==> src/rtl/text_buffer_writer.sv <==
// Character-cell writer: stores a byte stream into a COLS x ROWS text RAM and serves it to the renderer.
// Latency: accepted byte -> RAM and cursor on the next edge; (x,y) -> ascii_code one cycle later.
// Backpressure: rx_ready is low while the RAM is being cleared (after reset or ESC), high in IDLE.
//
// Ports:
//   clk, reset              system clock, synchronous active-high reset
//   rx_data/valid/ready     byte stream in, valid/ready handshake
//   x, y                    current pixel from the VGA sync block
//   ascii_code              registered code of the cell under (x,y); bit 7 selects the Thai glyph ROM
//   cursor_col, cursor_row  current write cursor
module text_buffer_writer #(
  parameter int COLS       = 32,         // power of two
  parameter int ROWS       = 4,          // power of two
  parameter int X0         = 192,
  parameter int Y0         = 208,
  parameter int BLINK_HALF = 25_000_000  // at least 2
) (
  input  logic                    clk,
  input  logic                    reset,
  input  logic [7:0]              rx_data,
  input  logic                    rx_valid,
  output logic                    rx_ready,
  input  logic [9:0]              x,
  input  logic [9:0]              y,
  output logic [7:0]              ascii_code,
  output logic [$clog2(COLS)-1:0] cursor_col,
  output logic [$clog2(ROWS)-1:0] cursor_row
);

  localparam int CW    = $clog2(COLS);
  localparam int RW    = $clog2(ROWS);
  localparam int AW    = CW + RW;
  localparam int CELLS = COLS * ROWS;
  localparam int BW    = $clog2(BLINK_HALF);

  localparam logic [CW-1:0] COL_LAST   = CW'(COLS - 1);
  localparam logic [RW-1:0] ROW_LAST   = RW'(ROWS - 1);
  localparam logic [AW-1:0] ADDR_LAST  = AW'(CELLS - 1);
  localparam logic [BW-1:0] BLINK_LAST = BW'(BLINK_HALF - 1);

  localparam logic [9:0] X_LO = 10'(X0);
  localparam logic [9:0] X_HI = 10'(X0 + 8 * COLS);
  localparam logic [9:0] Y_LO = 10'(Y0);
  localparam logic [9:0] Y_HI = 10'(Y0 + 16 * ROWS);

  localparam logic [7:0] CH_SPACE = 8'h20;
  localparam logic [7:0] CH_UNDER = 8'h5F;
  localparam logic [7:0] CH_BS    = 8'h08;
  localparam logic [7:0] CH_CR    = 8'h0D;
  localparam logic [7:0] CH_ESC   = 8'h1B;
  localparam logic [7:0] CH_DEL   = 8'h7F;

  typedef enum logic {CLEAR, IDLE} state_t;

  state_t        state;
  logic [AW-1:0] clr_addr;
  logic [7:0]    mem [CELLS];

  logic          accept;
  logic          printable;
  logic [CW-1:0] nxt_col;
  logic [RW-1:0] nxt_row;
  logic          wr_en;
  logic [AW-1:0] wr_addr;
  logic [7:0]    wr_dat;

  logic [BW-1:0] blink_cnt;
  logic          blink_phase;

  logic          in_win;
  logic [CW-1:0] rd_col;
  logic [RW-1:0] rd_row;
  logic          cursor_hit;

  assign accept    = rx_valid && rx_ready;
  assign printable = (rx_data >= CH_SPACE) && (rx_data != CH_DEL);

  // Write port and next cursor. Clearing owns the write port; otherwise the
  // accepted byte decides. Backspace writes the blank at the *new* position.
  always_comb begin
    nxt_col = cursor_col;
    nxt_row = cursor_row;
    wr_en   = 1'b0;
    wr_addr = {cursor_row, cursor_col};
    wr_dat  = CH_SPACE;
    if (state == CLEAR) begin
      wr_en   = 1'b1;
      wr_addr = clr_addr;
    end else if (accept) begin
      if (printable) begin
        wr_en  = 1'b1;
        wr_dat = rx_data;
        if (cursor_col == COL_LAST) begin
          nxt_col = '0;
          nxt_row = (cursor_row == ROW_LAST) ? '0 : cursor_row + 1'b1;
        end else begin
          nxt_col = cursor_col + 1'b1;
        end
      end else if (rx_data == CH_BS) begin
        if (cursor_col != '0) begin
          nxt_col = cursor_col - 1'b1;
          wr_en   = 1'b1;
        end else if (cursor_row != '0) begin
          nxt_col = COL_LAST;
          nxt_row = cursor_row - 1'b1;
          wr_en   = 1'b1;
        end
        wr_addr = {nxt_row, nxt_col};
      end else if (rx_data == CH_CR) begin
        nxt_col = '0;
        nxt_row = (cursor_row == ROW_LAST) ? '0 : cursor_row + 1'b1;
      end else if (rx_data == CH_ESC) begin
        nxt_col = '0;
        nxt_row = '0;
      end
    end
  end

  always_ff @(posedge clk) begin
    if (reset) begin
      state      <= CLEAR;
      clr_addr   <= '0;
      cursor_col <= '0;
      cursor_row <= '0;
      rx_ready   <= 1'b0;
    end else begin
      case (state)
        CLEAR: begin
          clr_addr <= clr_addr + 1'b1;
          if (clr_addr == ADDR_LAST) begin
            state    <= IDLE;
            rx_ready <= 1'b1;
          end
        end
        IDLE: begin
          cursor_col <= nxt_col;
          cursor_row <= nxt_row;
          if (accept && rx_data == CH_ESC) begin
            state    <= CLEAR;
            clr_addr <= '0;
            rx_ready <= 1'b0;
          end
        end
        default: begin
          state    <= CLEAR;
          clr_addr <= '0;
          rx_ready <= 1'b0;
        end
      endcase
    end
  end

  always_ff @(posedge clk) begin
    if (reset) begin
      blink_cnt   <= '0;
      blink_phase <= 1'b0;
    end else if (blink_cnt == BLINK_LAST) begin
      blink_cnt   <= '0;
      blink_phase <= ~blink_phase;
    end else begin
      blink_cnt <= blink_cnt + 1'b1;
    end
  end

  // Read side. The slices are only meaningful inside the window, which gates them.
  assign in_win     = (x >= X_LO) && (x < X_HI) && (y >= Y_LO) && (y < Y_HI);
  assign rd_col     = CW'((x - X_LO) >> 3);
  assign rd_row     = RW'((y - Y_LO) >> 4);
  assign cursor_hit = blink_phase && (state == IDLE) &&
                      (rd_col == cursor_col) && (rd_row == cursor_row);

  // Separate RAM process; the read below sees the pre-write contents.
  always_ff @(posedge clk) begin
    if (wr_en) mem[wr_addr] <= wr_dat;
  end

  always_ff @(posedge clk) begin
    if (reset)           ascii_code <= CH_SPACE;
    else if (!in_win)    ascii_code <= CH_SPACE;
    else if (cursor_hit) ascii_code <= CH_UNDER;
    else                 ascii_code <= mem[{rd_row, rd_col}];
  end

endmodule

==> config.mk <==
export PLATFORM = sky130hd
export DESIGN_NAME = text_buffer_writer
export DESIGN_NICKNAME = d
export VERILOG_FILES = /design/src/rtl/text_buffer_writer.sv
export SDC_FILE = /design/constraint.sdc
export NUM_CORES = 1
export LEC_CHECK = 0
export CORE_AREA = 2 2 354 497
export CTS_BUF_LIST = sky130_fd_sc_hd__clkbuf_4
export CTS_CLUSTER_SIZE = 40
export DETAILED_ROUTE_END_ITERATION = 10
export DIE_AREA = 0 0 356 499
export GPL_ROUTABILITY_DRIVEN = 0
export SYNTH_ARGS = -nofsm -noshare
export SYNTH_HDL_FRONTEND = slang
export SYNTH_SLANG_ARGS = --single-unit
export TNS_END_PERCENT = 30
==> constraint.sdc <==
create_clock -name clk -period 10.3 [get_ports clk]
set_input_delay 3.09 -clock clk [delete_from_list [all_inputs] [get_ports clk]]
set_output_delay 3.09 -clock clk [all_outputs]
set_load 0.005 [all_outputs]
==> summary.txt, run 1 <==
Clock tree
  – Post-cts resize count: 0
  – Worst-Skew Late Latency: roughly 1.2 ns
  – CTS sink count: 1,074
  – Post-CTS Setup Bufs: 0
  – H-tree depth: 5
  – Root buf cell: clkbuf_4
  – Clock buffer depth: 4
  – CTS Hold Bufs: 0
  – Num CTS Buffers: 288
  – CTS clk-pin slew, worst paths: ~0.06 ns
  – CTS tree: built

Setup path
  – Buf/Inv on CP: 1
  – WP data arrival: about 7.3 ns
  – Worst Path Required: between 10 and 15 ns
  – Delay-heaviest family, CP: simple AND/OR/NAND/NOR gates
  – Crit path largest cell delay: 0.87 ns
  – Critical Path Sink Type: register
  – Setup CP Type: input port to register
  – Worst-path fanout max: 8
  – CP max stage cell: nor4_1
  – Critical Path, Cell by Cell: clkdlybuf4s50_1, nor4_1, nand4_1, a22o_1, o31ai_1, nand2_1, nor2_1
  – Critical Path Source Type: input port

STA
  – RSZ-0062 raised after global routing: no
  – Minimum clock period after layout: between 6 and 7 ns
  – Final hold violation count: 0
  – Worst clock skew: 0.0855 ns
  – Final setup violating endpoints: 0
  – Fin crit share: 63.4%
  – Slew Limit Fails: 0
  – Fin Setup TNS: 0 ns
  – Slew margin rel.: 20.0%
  – Max Freq: roughly 0.15 GHz
  – Tightest Pin Transition: 1.19 ns

Layout
  – Finished Layout Cells: 4,970
  – Util after Layout: approximately 29%
  – Area grow syn2layout: 14.7%
  – Share of layout cells above drive strength 1: 27.8%
  – NumNets Final: between 2,000 and 3,000

Route
  – Total length of routed wires: 106,000 µm
  – Antenna-violating nets left: 0
  – DRC Markers: 0
  – Vias per cell: about 4.5
  – Vias: about 22,000
  – DR pass1 iterations: 7
  – DR iter-0 viols: approximately 1,800
  – DR WL/cell: between 20 and 25 µm

GRT
  – First-pass GRT wire length: about 150,000 µm
  – Initial antenna violation count: 3
  – GR Util All Layers: a little under an eighth
  – Number of global-route vias before repair: 23,600
  – Grt ovf: 0
  – Largest net degree at the start of global routing: between 90 and 100

Yosys
  – EDFF count, synth: a little over 1,000
  – Dominant synthesized flop cell: edfxtp_1
  – Post-synth top cells: 1,024 x edfxtp_1, 231 x mux4_2, 194 x nor2_1, 105 x mux2i_1, 83 x nand2_1
  – Syn Nets: 2,310
  – Ys async rst share: 0%
  – Dominant cells by area after synthesis: edfxtp_1 71%, mux4_2 12%, mux2i_1 2.4%, dfxtp_1 2.3%, nor2_1 1.7%
  – Sequential element share of the synthesized area: approximately three quarters
  – Syn Area/Cell: roughly 19 µm²
  – Most frequent cell after synthesis: edfxtp_1
  – Cells after synthesis: about 2,300
  – Warnings from Yosys: 0
  – Netlist cell types: 77
  – Post-Syn Area: 43,100 µm²
  – #FFs+latches synth: 1,074
  – Leading area contributor after synthesis: edfxtp_1
  – Top cell type's share of synthesized area: 71.4%

Placement
  – Placed cells: roughly 4,500
  – DP HPWL: between 60,000 and 70,000 µm
  – # port buffers: 43

Pwr
  – Pwr dens: 173 nW/µm²
  – Worst vdd ir: approximately 0.00011 V
  – P_leak: 15.8 nW

Die
  – Die H: 499 µm
  – Initial Util: between 20% and 30%
  – IO Pins: 47
  – Num rows: 181
  – Die width: around 360 µm
  – Core Region: 173,000 µm²
  – DIE AREA: 178,000 µm²

Hold path
  – Worst hold path type: register to register

Status
  – Outcome: finished, final reports clean

Flow run
  – Max-cap viol count: 0
-- worst register-to-register path, cell delays in order (launching register included) --
cell,delay [ns]
dfxtp_1,0.43
inv_1,0.15
ha_1,0.30
nor4b_4,0.52
a21oi_1,0.18
a22o_1,0.24
o31ai_1,0.63
nand2_1,0.69
nor2_1,0.87
-- stage by stage --
stage          power, W  hold slack (ns)  worst slack [ns]  instance area (µm²)
2_1_floorplan   0.00504            0.442             0.623                43100
3_3_place_gp    0.00516            0.462              2.83                46100
3_5_place_dp    0.00516            0.469              2.75                46100
4_1_cts         0.00867            0.485              4.06                49400
5_1_grt         0.00890            0.520              3.70                49400
6_report        0.00856            0.481              3.77                49400
-- path summary, 6_finish.rpt --
path	slack (ns)	cells after the start	startpoint	to
hold / removal	0.48	1	blink_cnt[0]	blink_cnt[0]
setup reg to reg	5.85	8	cursor_col[0]	mem[108][4]
hold reg to reg	0.48	1	blink_cnt[0]	blink_cnt[0]
setup / recovery	3.77	7	rx_data[0]	mem[108][4]
-- cell type report --
cell class | count | area (µm²)
antenna | 4 | 10.0
clock buffer | 403 | 3030
clock inverter | 53 | 285
fill | 17200 | 124000
inverter | 17 | 63.8
multi-input combinational | 1059 | 10700
sequential | 1074 | 31800
tap | 2287 | 2860
timing repair buffer | 73 | 698
-- routing by layer --
| metal | part of all wire [%] | up-vias | track usage, % |
|---|---|---|---|
| li1 | - | 9907 | - |
| met1 | 39 | 11600 | 13.8 |
| met2 | 52 | 819 | 20.3 |
| met3 | 6.9 | 126 | 3.05 |
| met4 | 2.6 | 0 | 5.12 |
| met5 | 0 | - | 0 |
-- logic make-up after synthesis --
logic type | after synthesis | synth area share [%]
buffers and inverters | 134 | 1.55
adders and majority gates | 12 | 0.349
xor gates and xnor gates | 33 | 0.671
DFF | 1074 | 73.7
muxes | 356 | 15.1
AOI/OAI and AO/OA | 211 | 3.63
and+or+nand+nor | 447 | 5.03
-- state kept, by name, indices dropped and copies added, names as in the netlist --
name and flops:
state 1, clr_addr 7, cursor_row 2, blink_phase 1, blink_cnt 25, mem 1024, cursor_col 5, ascii_code 8
rx_ready 1
-- cell usage in the layout, fill, tap and decap left out, types with 6 or more instances in the layout --
| cell type | instances |
|---|---|
| clkbuf_4 | 403 |
| nor2_1 | 194 |
| o221ai_1 | 6 |
| and3_1 | 8 |
| a21oi_1 | 29 |
| clkinv_1 | 42 |
| nor4_1 | 7 |
| o2111ai_1 | 12 |
| nand2_1 | 83 |
| nand3_1 | 33 |
| nor2b_1 | 22 |
| clkinv_2 | 6 |
| buf_4 | 29 |
| clkdlybuf4s50_1 | 39 |
| o22ai_1 | 17 |
| a22oi_1 | 30 |
| edfxtp_1 | 1024 |
| dfxtp_1 | 50 |
| o21ai_0 | 17 |
| xor2_1 | 22 |
| mux2i_1 | 105 |
| ha_1 | 11 |
| a211oi_1 | 27 |
| nand2b_1 | 6 |
| mux4_2 | 231 |
| a221oi_1 | 8 |
| xnor2_1 | 11 |
| nor3_1 | 14 |
| mux2_2 | 19 |
| a31oi_1 | 9 |
| nand4_1 | 15 |
| o21a_1 | 12 |
| nor2_2 | 6 |
| inv_1 | 16 |
| or3_1 | 8 |
| o31ai_1 | 9 |
-- power breakdown --
| group | internal (W) | switching [W] |
|---|---|---|
| sequential | 0.00472 | 0.00000508 |
| clock | 0.00186 | 0.00163 |
| combinational | 0.000128 | 0.000216 |
No activity file was read; power rests on OpenSTA's default activity.
==> run 2, diff against run 1 <==
Clock period 10.3 ns to 6.5 ns, I/O delays scaled along.
==> run 2 against run 1 <==
  * Setup slack got worse by 2.1 ns
  * Global-route usage rose by 0.38 points
  * Highest routed layer is now met5
  * Total power up 57%
  * Via count increased by 2.7%
  * Critical endpoint is now mem[13][4]
  * Largest cell class unchanged
  * Count of clock-buffer cells in the layout is 49 lower
==> summary.txt, run 2 (synthesized netlist as in run 1, its figures left out) <==
Clock tree
  – CTS Hold Bufs: 0 (unchanged)
  – Clock buffer depth: 3 (was 4)
  – Num CTS Buffers: 241 (was 288)
  – Post-CTS Setup Bufs: 0 (unchanged)
  – Post-cts resize count: 0 (unchanged)
  – Worst-Skew Late Latency: 1.19 ns (was 1.17 ns)
  – CTS sink count: 1,074 (unchanged)
  – H-tree depth: 4 (was 5)
  – CTS tree: built (unchanged)
  – CTS clk-pin slew, worst paths: 0.07 ns (was 0.06 ns)
  – Root buf cell: clkbuf_4 (unchanged)

STA
  – Worst clock skew: 0.0729 ns (was 0.0855 ns)
  – RSZ-0062 raised after global routing: no (unchanged)
  – Slew margin rel.: 13.4% (was 20.0%)
  – Fin crit share: 73.8%
  – Final setup violating endpoints: 0 (unchanged)
  – Max Freq: 0.209 GHz
  – Final hold violation count: 0 (unchanged)
  – Minimum clock period after layout: 4.80 ns
  – Tightest Pin Transition: 1.29 ns (was 1.19 ns)
  – Fin Setup TNS: 0 ns (unchanged)
  – Slew Limit Fails: 0 (unchanged)

GRT
  – Largest net degree at the start of global routing: 129 (was 97)
  – Number of global-route vias before repair: 24,000 (was 23,600)
  – Grt ovf: 0 (unchanged)
  – Initial antenna violation count: 4 (was 3)
  – GR Util All Layers: 12.2% (was 11.8%)
  – First-pass GRT wire length: 158,000 µm (was 154,000 µm)

Layout
  – NumNets Final: 2,671 (was 2,556)
  – Most common cell after layout, fill and taps aside: edfxtp_1 (unchanged)
  – Area taken by multi-input logic gates: 10,700 µm² (about the same)
  – Util after Layout: 29.2% (was 28.5%)
  – Share of layout cells above drive strength 1: 30.7% (was 27.8%)
  – Most frequent cells in the layout: 1,024 x edfxtp_1, 354 x clkbuf_4, 231 x mux4_2, 194 x nor2_1, 187 x buf_4 (was 1,024 x edfxtp_1, 403 x clkbuf_4, 231 x mux4_2, 194 x nor2_1, 105 x mux2i_1)
  – Register area: 31,800 µm² (unchanged)
  – Area grow syn2layout: 17.4% (was 14.7%)
  – Largest regs: mem (1024), blink_cnt (25), ascii_code (8) (unchanged)
  – Max reg flops: 1,024 (unchanged)
  – Largest Register: mem (unchanged)
  – Fillers: 17,200 (about the same)
  – Finished Layout Cells: 5,117 (was 4,970)

Setup path
  – CP max stage cell: or4_1 (was nor4_1)
  – Crit path largest cell delay: 0.77 ns (was 0.87 ns)
  – Critical Path Sink Type: register (unchanged)
  – Worst-path fanout max: 16 (was 8)
  – Critical Path, Cell by Cell: clkdlybuf4s50_1, or4_1, nor3_4, mux2_4, a211oi_4, nand2_4, nor2_1 (was clkdlybuf4s50_1, nor4_1, nand4_1, a22o_1, o31ai_1, nand2_1, nor2_1)
  – WP data arrival: 5.60 ns (was 7.26 ns)
  – Critical Path Source Type: input port (unchanged)
  – Worst Path Required: 7.30 ns (was 11.03 ns)
  – Setup CP Type: input port to register (unchanged)

Die
  – DIE AREA: 178,000 µm² (unchanged)
  – Die width: 356 µm (unchanged)
  – IO Pins: 47 (unchanged)
  – Num rows: 181 (unchanged)
  – Core Region: 173,000 µm² (unchanged)
  – Initial Util: 24.9% (unchanged)
  – Die H: 499 µm (unchanged)

Route
  – Vias: 23,100 (was 22,500)
  – DRC Markers: 0 (unchanged)
  – DR iter-0 viols: 1,856 (was 1,784)
  – Total length of routed wires: 110,000 µm (was 106,000 µm)
  – DR pass1 iterations: 5 (was 7)
  – Vias per cell: 4.51 (was 4.52)
  – DR WL/cell: 21.5 µm (was 21.3 µm)
  – Antenna-violating nets left: 0 (unchanged)

Placement
  – DP HPWL: 71,200 µm (was 64,900 µm)
  – Placed cells: 4,672 (was 4,510)
  – # port buffers: 43 (unchanged)

Pwr
  – Worst vdd ir: 0.000162 V (was 0.000105 V)
  – P_leak: 16.5 nW (was 15.8 nW)
  – Pwr dens: 266 nW/µm² (was 173 nW/µm²)

Flow run
  – Max-cap viol count: 0 (unchanged)

Status
  – Outcome: finished, final reports clean (unchanged)

Hold path
  – Worst hold path type: register to register (unchanged)
run 2: cell types whose count changed in the layout (fill, tap and decap cells not counted), sizes merged, moves of 2 or more:
cell / delta
clkinv: +26
buf: +162
clkinvlp: +2
clkbuf: -49
bufinv: +4
run 2: cell type report:
| class | count | area share, % |
|---|---|---|
| Sequential cell | 1074 | 62.8 |
| Timing Repair Buffer | 235 | 3.89 |
| Multi-Input combinational cell | 1059 | 21.2 |
| Inverter | 17 | 0.126 |
| Antenna cell | 5 | 0.0248 |
| Clock buffer | 354 | 5.26 |
| Tap cell | 2287 | 5.66 |
| Clock inverter | 86 | 1.07 |
run 2: per-layer routing:
| metal | vias to the layer above | global-route usage [%] | share of wire, % |
|---|---|---|---|
| li1 | 10200 | - | - |
| met1 | 12000 | 13.6 | 38 |
| met2 | 747 | 21.2 | 51 |
| met3 | 204 | 3.00 | 5.8 |
| met4 | 4 | 6.67 | 4.9 |
| met5 | - | 0 | 0.031 |
run 2: final timing paths:
path	startpoint	end	slack, ns	depth (start not counted)
worst min-delay path	blink_cnt[0]	blink_cnt[0]	0.48	1
worst max-delay path	rx_data[2]	mem[13][4]	1.70	7
worst min register to register	blink_cnt[0]	blink_cnt[0]	0.48	1
worst max register to register	cursor_col[0]	mem[13][4]	2.51	8
run 2: stage by stage:
stage	worst slack, ns	total power [W]	instance area (µm²)	hold WS [ns]
final	1.70	0.0134	50500	0.481
after global routing	1.67	0.0139	50500	0.535
after CTS	1.87	0.0136	50500	0.490
after detailed placement	0.574	0.00820	47300	0.474
after global placement	0.570	0.00820	47300	0.464
after floorplan	0.450	0.00798	43100	0.442
run 2: critical path: cells and delay by family:
family | cells | cell delay (ns)
AND/OR/NAND/NOR | 4 | 2.14
multiplexers | 1 | 0.34
AO/OA/AOI/OAI | 1 | 0.57
buffers and inverters | 1 | 0.58
run 2: report_power, final:
part / internal, W / leakage [nW] / switching, W
Combinational: 0.000217 / 4.48 / 0.000346
Sequential: 0.00747 / 10.2 / 0.00000875
Clock: 0.00278 / 1.88 / 0.00261
Total: 0.0105 / 16.5 / 0.00296
==> run 3, diff against run 2 <==
Clock period 6.5 ns to 4.1 ns, I/O delays scaled along.
==> run 3 against run 2 <==
  * Setup slack lost 1.3 ns
  * Critical path depth shrank 6
  * Via count grew 1.8%
  * Design area grew 3.1%
  * Total power grew 57%
  * Critical path type is now register to output port
  * Critical endpoint is now cursor_col[4]
  * Largest cell class unchanged
==> summary.txt, run 3 (synthesized netlist as in run 1, its figures left out) <==
Layout
  – Largest regs: mem (1024), blink_cnt (25), ascii_code (8) (unchanged)
  – Largest Register: mem (unchanged)
  – Finished Layout Cells: 5,261 (was 5,117)
  – NumNets Final: 2,819 (was 2,671)
  – Most frequent cells in the layout: 1,024 x edfxtp_1, 353 x clkbuf_4, 291 x buf_4, 231 x mux4_2, 194 x nor2_1 (was 1,024 x edfxtp_1, 354 x clkbuf_4, 231 x mux4_2, 194 x nor2_1, 187 x buf_4)
  – Area grow syn2layout: 21.0% (was 17.4%)
  – Max reg flops: 1,024 (unchanged)
  – Most common cell after layout, fill and taps aside: edfxtp_1 (unchanged)
  – Fillers: 17,100 (was 17,200)
  – Share of layout cells above drive strength 1: 34.2% (was 30.7%)
  – Register area: 31,800 µm² (unchanged)
  – Area taken by multi-input logic gates: 10,700 µm² (unchanged)

STA
  – Final hold violation count: 0 (unchanged)
  – Worst clock skew: 0.0635 ns (was 0.0729 ns)
  – RSZ-0062 raised after global routing: no (unchanged)
  – Minimum clock period after layout: 3.67 ns
  – Slew Limit Fails: 0 (unchanged)
  – Slew margin rel.: 50.8% (was 13.4%)
  – Final worst slack: 0.428 ns (was 1.70 ns)
  – Tightest Pin Transition: 0.732 ns (was 1.29 ns)
  – Final setup violating endpoints: 0 (unchanged)
  – Fin crit share: 89.6%
  – Max Freq: 0.272 GHz

Die
  – Core Region: 173,000 µm² (unchanged)
  – Die width: 356 µm (unchanged)
  – Initial Util: 24.9% (unchanged)
  – DIE AREA: 178,000 µm² (unchanged)
  – Die H: 499 µm (unchanged)
  – IO Pins: 47 (unchanged)
  – Num rows: 181 (unchanged)

Setup path
  – Worst Path Required: 2.87 ns (was 7.30 ns)
  – Setup CP Type: register to output port (was input port to register)
  – CP max stage cell: dfxtp_1 (was or4_1)
  – Worst-path fanout max: 11 (was 16)
  – Setup crit start: cursor_col[4] (was rx_data[2])
  – Reg2reg start: cursor_col[0] (unchanged)
  – Crit path largest cell delay: 0.68 ns (was 0.77 ns)
  – WP data arrival: 2.44 ns (was 5.60 ns)
  – Critical Path Sink Type: output port (was register)
  – Delay-heaviest family, CP: flip-flops (was simple AND/OR/NAND/NOR gates)
  – Critical Path Source Type: register (was input port)
  – Critical Path, Cell by Cell: clkdlybuf4s50_1 (was clkdlybuf4s50_1, or4_1, nor3_4, mux2_4, a211oi_4, nand2_4, nor2_1)
  – Buf/Inv on CP: 1 (unchanged)

GRT
  – Largest net degree at the start of global routing: 129 (unchanged)
  – GR Util All Layers: 12.2% (about the same)
  – Initial antenna violation count: 4 (unchanged)
  – Grt ovf: 0 (unchanged)
  – Number of global-route vias before repair: 24,500 (was 24,000)
  – First-pass GRT wire length: 160,000 µm (was 158,000 µm)

Flow run
  – Max-cap viol count: 0 (unchanged)

Route
  – Total length of routed wires: 109,000 µm (was 110,000 µm)
  – Vias: 23,500 (was 23,100)
  – DRC Markers: 0 (unchanged)
  – DR WL/cell: 20.7 µm (was 21.5 µm)
  – DR pass1 iterations: 5 (unchanged)
  – Vias per cell: 4.47 (was 4.51)
  – Antenna-violating nets left: 0 (unchanged)
  – DR iter-0 viols: 1,852 (was 1,856)

Clock tree
  – Post-cts resize count: 0 (unchanged)
  – Root buf cell: clkbuf_4 (unchanged)
  – CTS clk-pin slew, worst paths: 0.07 ns (about the same)
  – Post-CTS Setup Bufs: 0 (unchanged)
  – CTS sink count: 1,074 (unchanged)
  – Num CTS Buffers: 238 (was 241)
  – Clock buffer depth: 3 (unchanged)
  – H-tree depth: 4 (unchanged)
  – CTS tree: built (unchanged)
  – CTS Hold Bufs: 0 (unchanged)
  – Worst-Skew Late Latency: 1.13 ns (was 1.19 ns)

Pwr
  – P_leak: 17.4 nW (was 16.5 nW)
  – Worst vdd ir: 0.000258 V (was 0.000162 V)
  – Clk pwr share: 38.8% (was 40.1%)
  – Part of the power in combinational logic: 4.8% (was 4.2%)
  – Flop pwr share: 56.4% (was 55.7%)
  – Internal power: 0.0164 W (was 0.0105 W)
  – Sw Pwr: 0.00463 W (was 0.00296 W)
  – Pwr dens: 404 nW/µm² (was 266 nW/µm²)
  – Overall power: 0.0210 W (was 0.0134 W)
  – Switch share: 22.0% (about the same)

Placement
  – DP HPWL: 73,300 µm (was 71,200 µm)
  – # port buffers: 43 (unchanged)
  – Pre-CTS setup slack: -0.231 ns (was 0.574 ns)
  – Placed cells: 4,823 (was 4,672)

Status
  – Outcome: finished, final reports clean (unchanged)

Hold path
  – Hold path startpoint: blink_cnt[0] (unchanged)
  – Worst hold path type: register to register (unchanged)
## run 3: cell types whose count changed in the layout (fill, tap and decap cells not counted)
| cell | change |
|---|---|
| clkinv_2 | +2 |
| bufinv_16 | -4 |
| buf_12 | +47 |
| inv_2 | +2 |
| clkinv_1 | -7 |
| clkinvlp_4 | +3 |
| buf_4 | +104 |
| diode_2 | +1 |
| inv_6 | -3 |
| clkbuf_4 | -1 |
## run 3: final timing paths
kind / slack, ns / end / cells after the start
worst min register to register: 0.47 / blink_cnt[0] / 1
worst max register to register: 0.71 / mem[29][4] / 10
worst min-delay path: 0.47 / blink_cnt[0] / 1
worst max-delay path: 0.43 / cursor_col[4] / 1
## run 3: final cells by class
| class | instances | area share, % |
|---|---|---|
| inverter | 17 | 0.122 |
| tap | 2287 | 5.49 |
| sequential | 1074 | 60.9 |
| timing repair buffer | 386 | 7.07 |
| clock buffer | 353 | 5.08 |
| multi-input combinational | 1059 | 20.5 |
| antenna | 6 | 0.0288 |
| clock inverter | 79 | 0.787 |
## run 3: per-layer routing
metal | wire [µm] | part of all wire [%] | track usage (%)
met1 | 41900 | 39 | 14.1
met5 | 0 | 0 | 0
met2 | 57400 | 53 | 21.8
met4 | 3890 | 3.6 | 5.21
met3 | 5580 | 5.1 | 2.55
## run 3: stage by stage
stage	util, %	cell area, µm²	hold slack [ns]	setup TNS (ns)
after floorplan	-	43100	0.442	0
after global routing	30.1	52100	0.525	0
after detailed placement	28.4	49100	0.466	-147.77
after global placement	28.4	49100	0.466	-128.59
final	30.1	52100	0.475	0
after CTS	30.1	52100	0.480	0
## run 3: power groups by stage
stage	registers [W]	clock network [W]	logic, W
after floorplan	0.0121	0	0.000564
after global placement	0.0121	0	0.00101
after detailed placement	0.0121	0	0.00102
after CTS	0.0119	0.00843	0.00102
after global routing	0.0119	0.00897	0.00106
final	0.0119	0.00817	0.00101
